==> src/rtl/uart_word_assembler_pkg.sv <==
// Shared types, constants and slot-placement helper for the UART word assembler.
package uart_word_assembler_pkg;

    typedef enum logic {
        IDLE    = 1'b0,
        COLLECT = 1'b1
    } state_t;

    localparam int BYTE_W      = 8;
    localparam int ERR_CNT_MAX = 255;

    // Bit position of the least significant bit of the k-th received byte
    // inside the assembled word, for either byte order.
    function automatic int slot_lsb(input int k, input int numBytes, input bit msbFirst);
        if (msbFirst) begin
            return BYTE_W * (numBytes - 1 - k);
        end
        return BYTE_W * k;
    endfunction

endpackage

==> src/rtl/uart_word_assembler_if.sv <==
// Receive-side byte stream and word-side results of the UART word assembler.
// The master drives received bytes and flush; the slave produces the word.
interface uart_word_assembler_if #(
    parameter int NUM_BYTES = 2
);

    logic [7:0]             rx_data;
    logic                   rx_valid;
    logic                   rx_ferror;
    logic                   rx_perror;
    logic                   flush;

    logic [8*NUM_BYTES-1:0] word_data;
    logic                   word_valid;
    logic [8*NUM_BYTES-1:0] display_word;
    logic                   error_flag;
    logic                   timeout_pulse;
    logic [2:0]             byte_count;
    logic                   busy;
    logic [7:0]             err_count;

    modport master (
        output rx_data,
        output rx_valid,
        output rx_ferror,
        output rx_perror,
        output flush,
        input  word_data,
        input  word_valid,
        input  display_word,
        input  error_flag,
        input  timeout_pulse,
        input  byte_count,
        input  busy,
        input  err_count
    );

    modport slave (
        input  rx_data,
        input  rx_valid,
        input  rx_ferror,
        input  rx_perror,
        input  flush,
        output word_data,
        output word_valid,
        output display_word,
        output error_flag,
        output timeout_pulse,
        output byte_count,
        output busy,
        output err_count
    );

endinterface

==> src/rtl/uart_word_assembler_inter_byte_timer.sv <==
// Loadable down-counter that bounds the gap between bytes of one word.
// A load sets it to TIMEOUT_CYCLES-1; while enabled it counts down and
// then rests at zero, where expired_o stays high until the next load.
module uart_word_assembler_inter_byte_timer #(
    parameter int TIMEOUT_CYCLES = 100000
) (
    input  logic clk,
    input  logic reset,
    input  logic load_i,
    input  logic enable_i,
    output logic expired_o
);

    localparam int             CNT_W      = (TIMEOUT_CYCLES > 1) ? $clog2(TIMEOUT_CYCLES) : 1;
    localparam logic [CNT_W-1:0] LOAD_VALUE = CNT_W'(TIMEOUT_CYCLES - 1);
    localparam logic [CNT_W-1:0] ONE        = CNT_W'(1);

    logic [CNT_W-1:0] count_q;
    logic [CNT_W-1:0] count_d;

    // Reload has priority over counting; the counter never wraps below zero.
    always_comb begin
        count_d = count_q;
        if (load_i) begin
            count_d = LOAD_VALUE;
        end else if (enable_i && (count_q != '0)) begin
            count_d = count_q - ONE;
        end
    end

    // Counter register, cleared by the synchronous active-low reset.
    always_ff @(posedge clk) begin
        if (!reset) begin
            count_q <= '0;
        end else begin
            count_q <= count_d;
        end
    end

    assign expired_o = (count_q == '0);

endmodule

==> src/rtl/uart_word_assembler.sv <==
// Collects NUM_BYTES good UART bytes into one word with selectable byte
// order. Errored bytes, flush and inter-byte timeout all discard the
// partial word; errors are latched and counted, and the display output
// shows all ones while the error latch is set.
module uart_word_assembler #(
    parameter int NUM_BYTES      = 2,
    parameter int TIMEOUT_CYCLES = 100000,
    parameter int MSB_FIRST      = 0
) (
    input  logic                  clk,
    input  logic                  reset,
    uart_word_assembler_if.slave  bus
);

    import uart_word_assembler_pkg::*;

    localparam int         WORD_W    = BYTE_W * NUM_BYTES;
    localparam logic [7:0] ERR_SAT   = 8'(ERR_CNT_MAX);
    localparam logic [2:0] LAST_SLOT = 3'(NUM_BYTES - 1);

    state_t              state_q;
    state_t              state_d;
    logic [2:0]          byteCount_q;
    logic [2:0]          byteCount_d;
    logic [WORD_W-1:0]   wordData_q;
    logic [WORD_W-1:0]   wordData_d;
    logic                wordValid_q;
    logic                wordValid_d;
    logic                errFlag_q;
    logic                errFlag_d;
    logic                timeoutPulse_q;
    logic                timeoutPulse_d;
    logic [7:0]          errCount_q;
    logic [7:0]          errCount_d;

    logic [WORD_W-1:0]   assembled;
    logic                goodByte;
    logic                badByte;
    logic                lastByte;
    logic                acceptByte;
    logic                timerLoad;
    logic                timerEnable;
    logic                timerExpired;

    assign goodByte = bus.rx_valid && !bus.rx_ferror && !bus.rx_perror;
    assign badByte  = bus.rx_valid && (bus.rx_ferror || bus.rx_perror);
    assign lastByte = (byteCount_q == LAST_SLOT);

    // One byte register per slot, placed in the word according to the byte
    // order. The incoming byte is forwarded straight into the assembled word
    // so that the completing byte lands in word_data on the same edge.
    for (genvar k = 0; k < NUM_BYTES; k++) begin : g_slot
        localparam int LSB = slot_lsb(k, NUM_BYTES, MSB_FIRST != 0);

        logic              slotWrite;
        logic [BYTE_W-1:0] slot_q;
        logic [BYTE_W-1:0] slot_d;

        assign slotWrite = acceptByte && (byteCount_q == 3'(k));
        assign slot_d    = slotWrite ? bus.rx_data : slot_q;
        assign assembled[LSB +: BYTE_W] = slot_d;

        // Slot byte register; stale contents are always overwritten before
        // the slot is read out as part of a completed word.
        always_ff @(posedge clk) begin
            if (!reset) begin
                slot_q <= '0;
            end else begin
                slot_q <= slot_d;
            end
        end
    end

    // Next-state logic in priority order: flush, errored byte, good byte,
    // then timer expiry (which only matters while collecting).
    always_comb begin
        state_d        = state_q;
        byteCount_d    = byteCount_q;
        wordData_d     = wordData_q;
        wordValid_d    = 1'b0;
        errFlag_d      = errFlag_q;
        timeoutPulse_d = 1'b0;
        errCount_d     = errCount_q;
        acceptByte     = 1'b0;
        timerLoad      = 1'b0;

        if (bus.flush) begin
            state_d     = IDLE;
            byteCount_d = '0;
        end else if (badByte) begin
            state_d     = IDLE;
            byteCount_d = '0;
            errFlag_d   = 1'b1;
            if (errCount_q != ERR_SAT) begin
                errCount_d = errCount_q + 8'd1;
            end
        end else if (goodByte) begin
            acceptByte = 1'b1;
            if (lastByte) begin
                state_d     = IDLE;
                byteCount_d = '0;
                wordData_d  = assembled;
                wordValid_d = 1'b1;
                errFlag_d   = 1'b0;
            end else begin
                state_d     = COLLECT;
                byteCount_d = byteCount_q + 3'd1;
                timerLoad   = 1'b1;
            end
        end else if ((state_q == COLLECT) && timerExpired) begin
            state_d        = IDLE;
            byteCount_d    = '0;
            timeoutPulse_d = 1'b1;
        end
    end

    // Control and output registers, all cleared by reset with no pulses.
    always_ff @(posedge clk) begin
        if (!reset) begin
            state_q        <= IDLE;
            byteCount_q    <= '0;
            wordData_q     <= '0;
            wordValid_q    <= 1'b0;
            errFlag_q      <= 1'b0;
            timeoutPulse_q <= 1'b0;
            errCount_q     <= '0;
        end else begin
            state_q        <= state_d;
            byteCount_q    <= byteCount_d;
            wordData_q     <= wordData_d;
            wordValid_q    <= wordValid_d;
            errFlag_q      <= errFlag_d;
            timeoutPulse_q <= timeoutPulse_d;
            errCount_q     <= errCount_d;
        end
    end

    assign timerEnable = (state_q == COLLECT);

    uart_word_assembler_inter_byte_timer #(
        .TIMEOUT_CYCLES (TIMEOUT_CYCLES)
    ) u_timer (
        .clk       (clk),
        .reset     (reset),
        .load_i    (timerLoad),
        .enable_i  (timerEnable),
        .expired_o (timerExpired)
    );

    assign bus.word_data     = wordData_q;
    assign bus.word_valid    = wordValid_q;
    assign bus.display_word  = errFlag_q ? {WORD_W{1'b1}} : wordData_q;
    assign bus.error_flag    = errFlag_q;
    assign bus.timeout_pulse = timeoutPulse_q;
    assign bus.byte_count    = byteCount_q;
    assign bus.busy          = (state_q == COLLECT);
    assign bus.err_count     = errCount_q;

endmodule
==> src/flat_wrapper.sv <==
// flat-port wrapper written by rule: the top's interface ports become plain ports
module uart_word_assembler_flat import uart_word_assembler_pkg::*;
#(
    parameter int NUM_BYTES      = 2,
    parameter int TIMEOUT_CYCLES = 100000,
    parameter int MSB_FIRST      = 0
)
  (clk, reset, bus_rx_data, bus_rx_valid, bus_rx_ferror, bus_rx_perror, bus_flush, bus_word_data, bus_word_valid, bus_display_word, bus_error_flag, bus_timeout_pulse, bus_byte_count, bus_busy, bus_err_count);
  uart_word_assembler_if #(.NUM_BYTES(NUM_BYTES)) bus_i ();
  input  logic clk;
  input  logic reset;
  input wire logic [$bits(bus_i.rx_data)-1:0] bus_rx_data;
  input wire logic [$bits(bus_i.rx_valid)-1:0] bus_rx_valid;
  input wire logic [$bits(bus_i.rx_ferror)-1:0] bus_rx_ferror;
  input wire logic [$bits(bus_i.rx_perror)-1:0] bus_rx_perror;
  input wire logic [$bits(bus_i.flush)-1:0] bus_flush;
  output wire logic [$bits(bus_i.word_data)-1:0] bus_word_data;
  output wire logic [$bits(bus_i.word_valid)-1:0] bus_word_valid;
  output wire logic [$bits(bus_i.display_word)-1:0] bus_display_word;
  output wire logic [$bits(bus_i.error_flag)-1:0] bus_error_flag;
  output wire logic [$bits(bus_i.timeout_pulse)-1:0] bus_timeout_pulse;
  output wire logic [$bits(bus_i.byte_count)-1:0] bus_byte_count;
  output wire logic [$bits(bus_i.busy)-1:0] bus_busy;
  output wire logic [$bits(bus_i.err_count)-1:0] bus_err_count;
  assign bus_i.rx_data = bus_rx_data;
  assign bus_i.rx_valid = bus_rx_valid;
  assign bus_i.rx_ferror = bus_rx_ferror;
  assign bus_i.rx_perror = bus_rx_perror;
  assign bus_i.flush = bus_flush;
  assign bus_word_data = bus_i.word_data;
  assign bus_word_valid = bus_i.word_valid;
  assign bus_display_word = bus_i.display_word;
  assign bus_error_flag = bus_i.error_flag;
  assign bus_timeout_pulse = bus_i.timeout_pulse;
  assign bus_byte_count = bus_i.byte_count;
  assign bus_busy = bus_i.busy;
  assign bus_err_count = bus_i.err_count;
  uart_word_assembler #(.NUM_BYTES(NUM_BYTES), .TIMEOUT_CYCLES(TIMEOUT_CYCLES), .MSB_FIRST(MSB_FIRST)) u_core (.clk(clk), .reset(reset), .bus(bus_i));
endmodule
==> config.mk <==
export PLATFORM = sky130hd
export DESIGN_NAME = uart_word_assembler_flat
export DESIGN_NICKNAME = d
export VERILOG_FILES = /design/src/rtl/uart_word_assembler_pkg.sv /design/src/rtl/uart_word_assembler_if.sv /design/src/rtl/uart_word_assembler_inter_byte_timer.sv /design/src/rtl/uart_word_assembler.sv /design/src/flat_wrapper.sv
export SDC_FILE = /design/constraint.sdc
export NUM_CORES = 1
export LEC_CHECK = 0
export CAP_MARGIN = 20
export CORE_MARGIN = 2
export CORE_UTILIZATION = 36
export CTS_BUF_LIST = sky130_fd_sc_hd__clkbuf_16
export DETAILED_ROUTE_END_ITERATION = 8
export GPL_ROUTABILITY_DRIVEN = 0
export SLEW_MARGIN = 15
export SYNTH_ARGS = -nofsm -noshare
export SYNTH_HDL_FRONTEND = slang
export SYNTH_SLANG_ARGS = --single-unit
==> constraint.sdc <==
create_clock -name clk -period 2.96 [get_ports clk]
set_clock_uncertainty 0.2 [all_clocks]
set_input_delay 0.444 -clock clk [delete_from_list [all_inputs] [get_ports clk]]
set_output_delay 0.444 -clock clk [all_outputs]
set_load 0.05 [all_outputs]
==> summary.txt <==
Run status
  • Status: completed

Finish
  • # fillers: about 700
  • Area growth syn-to-layout: 34.6%
  • N_diodes: 0
  • Most frequent cells in the layout: clkdlybuf4s50_1 (60), dfxtp_1 (56), nand2_1 (38), nor2_1 (30), a21oi_1 (24)
  • Proportion of layout cells with a drive suffix above 1: a little under an eighth
  • Final nets: about 390
  • Most common cell after layout, fill and taps aside: clkdlybuf4s50_1
  • Design area: ~3500 µm²
  • Multi-input gate area: around 1400 µm²
  • Total area of sequential cells: between 1000 and 1500 µm²

Detailed routing
  • Starting DRT DRC Count: roughly 120
  • DRC violations left: 0
  • Final ANT Viol Nets: 0
  • Routed wire length: 6520 µm
  • Post-DR wirelength/cell: around 14 µm
  • Vias per inst: a little over 5
  • Via count: 2471
  • TritonRoute pass-1 iters: 4

Worst setup path
  • FF-to-FF Start: u_core.u_timer.count_q[0]$_SDFFE_PN0P_
  • Buf+Inv Stages, Crit Path: 1
  • Crit-path leading delay family: buffers and inverters
  • Crit-path cells: or2_2 > clkdlybuf4s50_1
  • Crit-path max cell delay: 0.80 ns
  • CP max FO: 18
  • Crit path capture type: output port
  • Crit Path Class: reg2out
  • Crit-path slowest cell: clkdlybuf4s50_1
  • Req. time, crit path: 2.32 ns
  • Reg-to-reg slack, setup: approximately 0.44 ns
  • R2r worst-path depth: 6
  • CP Launch Type: register
  • Worst Path Arrival: roughly 2.0 ns
  • R2r endpoint: u_core.u_timer.count_q[12]$_SDFFE_PP0P_

Floorplanning
  • Num rows: 31
  • Width of the die: slightly below 90 µm
  • Num ports: between 60 and 70
  • Core area: between 7000 and 8000 µm²
  • Die ar.: ~8000 µm²
  • Die height: about 89 µm
  • Initial Utilization: a little over a third

Synthesis
  • Syn Nets: between 300 and 400
  • Synth warn: 0
  • Syn Inst Count: between 300 and 400
  • Avg Synthesized Cell Area: between 8 and 9 µm²
  • Post-synth EDFFs: 0
  • #FFs+latches synth: 56
  • Number of library cell types mapped by synthesis: 46
  • Seq/Total Area, Yosys: a little over two fifths
  • Netlist Area Pre-Place: ~2600 µm²
  • Most common flop cell mapped by yosys: dfxtp_1
  • Synth async-reset ratio: 0%

Clocking
  • Num CTS Buffers: 5
  • Clock sinks: 56
  • # hold bufs at CTS: 0
  • Clock Tree Buf Depth: 2
  • CTS resizes: 0
  • CTS H-tree depth: 2
  • Post-CTS Setup Inserts: 0
  • Clk slew on worst S/H paths: about 0.080 ns
  • TritonCTS clock tree: done
  • Clk Latency, worst-skew pair: about 0.30 ns
  • Clk root buf: clkbuf_16

Power
  • Pwr per Cell Area: between 400 and 500 nW/µm²
  • Max IR drop VDD: ~0.0003 V
  • Int Power: 1.20 mW
  • Leakage: 1.31 nW
  • Sequential Power Share: between 40% and 50%
  • Combinational share of power: between 15 and 20%
  • Switching share of power: 29.0%
  • Power share of the clock group: a little over a third
  • Psw: 490 µW

Placement
  • Post-DP Area: between 3000 and 4000 µm²
  • DP Worst Slack: 0.336 ns
  • Dpl hpwl: 4720 µm
  • Port bufs: 60

GRT
  • First-pass GRT wire length: about 11000 µm
  • Largest net degree at the start of global routing: 39
  • Initial antenna violation count: 0
  • Vias in the first global route: roughly 2100
  • Total Routing Usage GR: 16.8%
  • Total gr overflow: 0

Timing
  • Least-Margin Pin Slew: approximately 0.62 ns
  • Slew Limit Fails: 0
  • Worst relative slew slack: 58.3%
  • Unrepaired setup endpoints after global routing: no
  • Setup_tns: 0 ns
  • Final Critical Period: ~2.6 ns
  • Period utilisation layout: 87.6%
  • Post-layout worst setup margin: ~0.37 ns
  • Worst hold slack: approximately 0.27 ns
  • Max Freq: 386 MHz
  • Final Hold Viols: 0
  • Final setup vio count: 0

Hold path
  • Worst Hold Launch: u_core.bus.word_data[12]$_SDFFE_PN0P_
  • Hold/Removal Path Class: reg2reg
  • Hold endpoint: u_core.bus.word_data[12]$_SDFFE_PN0P_
  • Hold Path Stages: 2

Run
  • MaxCap Viol Count: 0
## metrics by stage
| stage | instances | utilization [%] | total power [mW] |
|---|---|---|---|
| 2_1_floorplan | 314 | - | 0.989 |
| 3_3_place_gp | 468 | 47.2 | 1.09 |
| 3_5_place_dp | 468 | 47.2 | 1.09 |
| 4_1_cts | 476 | 49.3 | 1.70 |
| 5_1_grt | 476 | 49.3 | 1.76 |
| 6_report | 476 | 49.3 | 1.69 |
## synth_stat cells, types with 2 or more instances
cell type	instances	area (µm²)
nor2_1	30	113
mux2i_1	11	110
o21ai_0	12	60.1
nor3b_1	3	22.5
nand3_1	10	50.1
nor4_1	5	31.3
o31ai_1	6	45.0
a311oi_1	2	17.5
clkbuf_1	14	52.6
a21oi_1	24	120
or3b_2	2	17.5
dfxtp_1	56	1120
o211ai_1	3	22.5
nor4b_1	2	17.5
nand4_1	5	31.3
or4_1	8	60.1
or3_1	4	25.0
nand2_1	38	143
nor3_1	7	35.0
ha_1	2	25.0
or2_2	17	106
nand2b_1	6	37.5
inv_1	8	30.0
a211oi_1	12	90.1
xor2_1	2	17.5
a31oi_1	5	31.3
## kinds of logic after synthesis
family	Yosys count	synth area share, %
and+or+nand+nor	144	28.9
buffers and inverters	24	3.64
DFF	56	42.9
xor gates and xnor gates	2	0.671
muxes	11	4.21
AOI/OAI and AO/OA	75	18.7
adders and majority gates	2	0.958
## final cells by class
| type | instances | share of cell area [%] |
|---|---|---|
| clock buffers | 5 | 3.56 |
| clock inverters | 3 | 0.711 |
| inverters | 8 | 0.854 |
| multi-input cells | 234 | 39.7 |
| flip-flops and latches | 56 | 31.9 |
| well taps | 99 | 3.52 |
| repair buffers | 71 | 19.8 |
## worst max path at each step
stage / slack, ns / end / from / cells after the start
6_report: 0.37 / bus_display_word[14] / u_core.bus.error_flag$_SDFFE_PN0P_ / 2
3_3_place_gp: 0.40 / u_core.bus.word_data[0]$_SDFFE_PN0P_ / bus_rx_valid / 6
5_1_grt: 0.24 / bus_display_word[15] / u_core.bus.error_flag$_SDFFE_PN0P_ / 2
2_1_floorplan: 0.44 / u_core.u_timer.count_q[14]$_SDFFE_PP0P_ / u_core.bus.busy$_SDFFE_PP0P_ / 5
3_5_place_dp: 0.34 / u_core.bus.word_data[5]$_SDFFE_PN0P_ / bus_rx_ferror / 6
4_1_cts: 0.34 / bus_display_word[2] / u_core.bus.error_flag$_SDFFE_PN0P_ / 2
## flip-flops by register name, summed over array words and instances, names as in the netlist, 3 cells and up
name                    flops
u_core.bus.byte_count       3
u_core.bus.err_count        8
u_core.bus.word_data       16
u_core.g_slot.slot_q        8
u_core.u_timer.count_q     17
## worst register-to-register path: cells and delay by family (launching register included)
family | cells | cell delay, ns
flops | 1 | 0.33
compound gates | 1 | 0.15
buf+inv | 1 | 0.10
fa+ha+maj | 1 | 0.20
simple gates | 3 | 1.49
## metal layers
metal / part of all wire [%] / GRT usage, % / vias up
met5: 0 / 0 / -
met4: 0.49 / 2.85 / 0
met3: 3.2 / 3.88 / 4
met2: 49 / 27.7 / 40
met1: 47 / 22.7 / 1162
li1: - / - / 1265
## power by group through the flow
stage | combinational, mW | clock, mW | sequential (mW)
3_3_place_gp | 0.293 | 0 | 0.801
6_report | 0.295 | 0.611 | 0.783
4_1_cts | 0.295 | 0.623 | 0.784
2_1_floorplan | 0.180 | 0 | 0.809
3_5_place_dp | 0.294 | 0 | 0.801
5_1_grt | 0.317 | 0.655 | 0.787
(Power assumes the default switching activity.)
